File: src/rtl/fsm_dec.sv
// -----------------------------------------------------------------------------
// fsm_dec
//
// Symbol-stream decoder for the lab's 4-state Mealy encoder. It follows the
// encoder's state in lock-step from the 2-bit symbols it receives, recovers
// the original serial input bits, and flags symbols that the encoder cannot
// emit from the tracked state. It keeps a short history of recovered bits and
// drives two 7-segment digits for the tracked state and the error count.
//
// Ports
//   clk        in   1       system clock, rising edge
//   rst        in   1       asynchronous active-low reset
//   sym_valid  in   1       sym is valid this cycle (one symbol per cycle)
//   sym        in   2       encoder output symbol
//   bit_out    out  1       last recovered bit
//   bit_valid  out  1       one-cycle pulse: bit_out updated at this edge
//   err        out  1       one-cycle pulse: illegal symbol consumed
//   state      out  2       tracked encoder state (S0..S3)
//   hist       out  HIST_W  recovered bits, newest in bit 0
//   err_cnt    out  4       saturating illegal-symbol count
//   seg_state  out  7       7-segment pattern of state   ({g,f,e,d,c,b,a})
//   seg_err    out  7       7-segment pattern of err_cnt ({g,f,e,d,c,b,a})
// -----------------------------------------------------------------------------
module fsm_dec #(
    parameter int HIST_W = 8
) (
    input  logic              clk,
    input  logic              rst,
    input  logic              sym_valid,
    input  logic [1:0]        sym,
    output logic              bit_out,
    output logic              bit_valid,
    output logic              err,
    output logic [1:0]        state,
    output logic [HIST_W-1:0] hist,
    output logic [3:0]        err_cnt,
    output logic [6:0]        seg_state,
    output logic [6:0]        seg_err
);

    localparam logic [1:0] S0 = 2'd0;
    localparam logic [1:0] S1 = 2'd1;
    localparam logic [1:0] S2 = 2'd2;
    localparam logic [1:0] S3 = 2'd3;

    // Team hex digit decoder, active-high segments ordered {g,f,e,d,c,b,a}.
    function automatic logic [6:0] hex_to_seg(input logic [3:0] v);
        logic [6:0] seg;
        case (v)
            4'h0:    seg = 7'h3F;
            4'h1:    seg = 7'h06;
            4'h2:    seg = 7'h5B;
            4'h3:    seg = 7'h4F;
            4'h4:    seg = 7'h66;
            4'h5:    seg = 7'h6D;
            4'h6:    seg = 7'h7D;
            4'h7:    seg = 7'h07;
            4'h8:    seg = 7'h7F;
            4'h9:    seg = 7'h6F;
            4'hA:    seg = 7'h77;
            4'hB:    seg = 7'h7C;
            4'hC:    seg = 7'h39;
            4'hD:    seg = 7'h5E;
            4'hE:    seg = 7'h79;
            4'hF:    seg = 7'h71;
            default: seg = 7'h00;
        endcase
        return seg;
    endfunction

    logic [1:0]        r_state;
    logic              r_bit_out;
    logic              r_bit_valid;
    logic              r_err;
    logic [HIST_W-1:0] r_hist;
    logic [3:0]        r_err_cnt;

    logic              w_legal;
    logic              w_bit;
    logic [1:0]        w_dec_next;
    logic [1:0]        w_next_state;
    logic              w_take;
    logic              w_reject;
    logic [6:0]        w_seg_state;
    logic [6:0]        w_seg_err;

    // Next-state logic: inverse of the encoder's Mealy table.
    always_comb begin
        w_legal    = 1'b0;
        w_bit      = 1'b0;
        w_dec_next = r_state;
        case (r_state)
            S0: begin
                if (sym == 2'd1) begin
                    w_legal = 1'b1; w_bit = 1'b1; w_dec_next = S1;
                end else if (sym == 2'd0) begin
                    w_legal = 1'b1; w_bit = 1'b0; w_dec_next = S0;
                end else begin
                    w_legal = 1'b0; w_bit = 1'b0; w_dec_next = r_state;
                end
            end
            S1: begin
                if (sym == 2'd2) begin
                    w_legal = 1'b1; w_bit = 1'b1; w_dec_next = S3;
                end else if (sym == 2'd0) begin
                    w_legal = 1'b1; w_bit = 1'b0; w_dec_next = S2;
                end else begin
                    w_legal = 1'b0; w_bit = 1'b0; w_dec_next = r_state;
                end
            end
            S2: begin
                if (sym == 2'd0) begin
                    w_legal = 1'b1; w_bit = 1'b1; w_dec_next = S3;
                end else if (sym == 2'd1) begin
                    w_legal = 1'b1; w_bit = 1'b0; w_dec_next = S2;
                end else begin
                    w_legal = 1'b0; w_bit = 1'b0; w_dec_next = r_state;
                end
            end
            S3: begin
                if (sym == 2'd0) begin
                    w_legal = 1'b1; w_bit = 1'b1; w_dec_next = S0;
                end else if (sym == 2'd1) begin
                    w_legal = 1'b1; w_bit = 1'b0; w_dec_next = S1;
                end else begin
                    w_legal = 1'b0; w_bit = 1'b0; w_dec_next = r_state;
                end
            end
            default: begin
                w_legal    = 1'b0;
                w_bit      = 1'b0;
                w_dec_next = S0;
            end
        endcase

        w_take   = sym_valid & w_legal;
        w_reject = sym_valid & ~w_legal;

        if (w_take) begin
            w_next_state = w_dec_next;
        end else begin
            w_next_state = r_state;
        end
    end

    // Tracked encoder state register.
    always_ff @(posedge clk or negedge rst) begin
        if (!rst) begin
            r_state <= S0;
        end else begin
            r_state <= w_next_state;
        end
    end

    // Recovered bit, history, pulses and saturating error counter.
    always_ff @(posedge clk or negedge rst) begin
        if (!rst) begin
            r_bit_out   <= 1'b0;
            r_bit_valid <= 1'b0;
            r_err       <= 1'b0;
            r_hist      <= '0;
            r_err_cnt   <= 4'd0;
        end else begin
            r_bit_valid <= w_take;
            r_err       <= w_reject;
            if (w_take) begin
                r_bit_out <= w_bit;
                r_hist    <= {r_hist[HIST_W-2:0], w_bit};
            end
            // Counter holds at 15 rather than wrapping so a flood of bad
            // symbols cannot make the display look healthy again.
            if (w_reject && (r_err_cnt != 4'd15)) begin
                r_err_cnt <= r_err_cnt + 4'd1;
            end
        end
    end

    // Output decode: display digits from the registered state and count.
    always_comb begin
        w_seg_state = hex_to_seg({2'b00, r_state});
        w_seg_err   = hex_to_seg(r_err_cnt);
    end

    assign state     = r_state;
    assign bit_out   = r_bit_out;
    assign bit_valid = r_bit_valid;
    assign err       = r_err;
    assign hist      = r_hist;
    assign err_cnt   = r_err_cnt;
    assign seg_state = w_seg_state;
    assign seg_err   = w_seg_err;

endmodule

File: config.mk
export PLATFORM = sky130hd
export DESIGN_NAME = fsm_dec
export DESIGN_NICKNAME = d
export VERILOG_FILES = /design/src/rtl/fsm_dec.sv
export SDC_FILE = /design/constraint.sdc
export NUM_CORES = 1
export LEC_CHECK = 0
export CAP_MARGIN = 30
export CORE_UTILIZATION = 45
export DETAILED_ROUTE_END_ITERATION = 8
export PLACE_DENSITY_LB_ADDON = 0.25
export SYNTH_ARGS = -nofsm -noshare
export SYNTH_HDL_FRONTEND = slang
export SYNTH_SLANG_ARGS = --single-unit
File: constraint.sdc
create_clock -name clk -period 2.3 [get_ports clk]
set_input_delay 0.23 -clock clk [delete_from_list [all_inputs] [get_ports clk]]
set_output_delay 0.23 -clock clk [all_outputs]
set_load 0.02 [all_outputs]
==> key figures <==
Run status
  – Status: finished clean

Timing
  – Slew HR: 0.522
  – Fin. max-slew vios: 0
  – FMAX: 462 MHz
  – Setup ws final: 0.136 ns
  – Final hold violation count: 0
  – Least-Margin Pin Slew: 0.715 ns
  – Period minus WS final: 2.16 ns
  – Setup Skew: 0.00416 ns
  – Fin Setup TNS: 0 ns
  – Unrepaired setup endpoints after global routing: false
  – Final setup viols: 0
  – Fin crit share: 0.941

Clocking
  – CTS tree: done
  – Total CTS buffers: 3
  – Max Buffers Root-to-Sink: 2
  – Clk pin slew, worst setup/hold paths: 0.10 ns
  – Clock latency on the worst-skew pair: 0.29 ns
  – CTS root buf: clkbuf_4
  – Htree depth: 1
  – CTS hold repair buffers: 0
  – Clock sink count: 16

Synthesis
  – Top post-synthesis cells by area: dfrtp_1 (37%), ha_1 (16%), mux2_2 (10%)
  – Syn_nets: 122
  – Sequential area share after synthesis: 0.367
  – Most frequent cells after synthesis: dfrtp_1 (16), ha_1 (14), mux2_2 (10), inv_1 (9)
  – Seq cells post-synth: 16
  – Share of the synthesized area in the top cell type: 0.367
  – Post-synth ARST share: 1.00
  – Post-synth EDFFs: 0
  – Most frequent cell after synthesis: dfrtp_1
  – Syn Area/Cell: 10.6 um^2
  – Area leader, netlist: dfrtp_1
  – Syn Inst Count: 103
  – Cell area after synthesis: 1090 um^2
  – Synth Flop Type: dfrtp_1
  – Ys Warns: 0
  – Post-synth cell types: 32

Global route
  – First-pass GRT wire length: 3930 um
  – Gr ovfl total: 0
  – GRT Overall Usage: 0.202
  – Initial antenna violation count: 0
  – Largest net degree at the start of global routing: 17
  – Vias in the first global route: 840

Finish
  – Share of cells above drive strength 1: 0.207
  – Antenna diode count: 0
  – Final Cell Area: 1500 um^2
  – Nets: 160
  – Fill cell count: 199
  – Area delta synth->final: 36.9%

Route
  – DRT Wirelength: 2240 um
  – Vias: 865
  – DR WL/cell: 13.3 um
  – TritonRoute pass-1 iters: 2
  – Antenna-violating nets left: 0
  – Detailed Route Iter0 Violations: 9
  – Via density: 5.15
  – DRC: 0

Floorplan
  – Die W: 51.3 um
  – Die Ht: 51.3 um
  – Die area: 2630 um^2
  – Starting Density: 0.484
  – # rows: 17
  – Core Footprint: 2250 um^2
  – Io pins: 36

Placement
  – Area after DPL: 1460 um^2
  – Post-DP HPWL: 1700 um
  – Buffers on Ports: 34
  – Dpl ws: 0.111 ns
  – Final RePlAce weighted congestion: 0.842

Worst setup path
  – Critical Path End Type: output pin
  – Critical path type: reg -> out
  – Startpoint Class: register
  – Arr. time, crit path: 1.93 ns
  – WP data required: 2.07 ns
  – CP Max Fanout: 7

Power and ir drop
  – VDD IR max: 1180 uV
  – Power Density: 1630 nW/um^2
  – Leak Pwr: 0.697 nW
  – Power Total: 0.00244 W

Run
  – Max cap viols: 0

Worst hold path
  – Hold crit path type: in -> async
==> critical path, stage by stage (launching register included) <==
cell	delay (ns)
dfrtp_1	0.44
inv_1	0.11
ha_1	0.27
or2_2	0.29
clkdlybuf4s50_1	0.54
==> routing by layer <==
metal  wire length (um)  vias to the layer above  share of wire  GRT usage
met5                  0                        -              0          0
met4                 56                        0          0.025      0.122
met3                 91                        5          0.041     0.0149
met2               1070                       23           0.48      0.327
met1               1020                      406           0.46      0.262
li1                   -                      431              -          -
==> power by group <==
group,switching [W],internal [W]
Combinational,0.000894,0.000826
Clock,0.0000966,0.0000965
Sequential,0.000128,0.000400
==> state kept, by name, summed over array words and instances (netlist names) <==
| signal | flops |
|---|---|
| hist | 8 |
| state | 2 |
| err | 1 |
| err_cnt | 4 |
| bit_valid | 1 |
==> logic make-up after synthesis <==
family	synth area share
muxes	0.165
DFF	0.367
xor gates and xnor gates	0.0160
adders and majority gates	0.160
AOI/OAI and AO/OA	0.118
buffers and inverters	0.0664
and+or+nand+nor	0.104
other	0.00343
==> cells in the final DEF, fill, tap and decap left out, drive strengths merged, types with 2 or more instances in the layout <==
cell type	instances
clkdlybuf4s50	29
dfrtp	16
ha	14
mux2	11
inv	10
a31oi	5
nor2	5
clkbuf	5
buf	4
a21oi	3
nor2b	3
or2	3
o31ai	3
nand3	3
dlygate4sd2	3
mux2i	3
nor3	2
and3	2
xnor2	2
o21a	2
==> worst paths after layout <==
kind / start / cells after the start / slack (ns) / endpoint
min reg2reg: hist[7] / 1 / 0.51 / hist[7]
max reg2reg: state[1] / 5 / 0.48 / hist[7]
max: state[1] / 4 / 0.14 / seg_state[4]
min: rst / 1 / 0.35 / hist[6]
max in group asynchronous: rst / 1 / 1.46 / state[0]
min in group clk: hist[7] / 1 / 0.51 / hist[7]
==> cell type report <==
cell class / count / area (um^2) / share of cell area
inverters: 10 / 37.5 / 0.0251
flip-flops and latches: 16 / 403 / 0.269
well taps: 28 / 35.0 / 0.0234
repair buffers: 38 / 364 / 0.244
clock buffers: 4 / 36.3 / 0.0243
multi-input cells: 72 / 619 / 0.414
==> stage by stage <==
stage | util | std cells | hold WS (ns)
floorplan | - | 103 | -0.0656
global placement | 0.645 | 163 | 0.476
detailed placement | 0.645 | 163 | 0.493
CTS | 0.660 | 167 | 0.390
global route | 0.663 | 168 | 0.434
finish | 0.663 | 168 | 0.354
==> repair_timing <==
item | CTS | global route
cloned | 0 | 0
setup endpoints to repair | 4 | 3
setup buffers | 0 | 1
pin swaps | 0 | 0
resized for setup | 5 | 4
(Power assumes the default switching activity.)
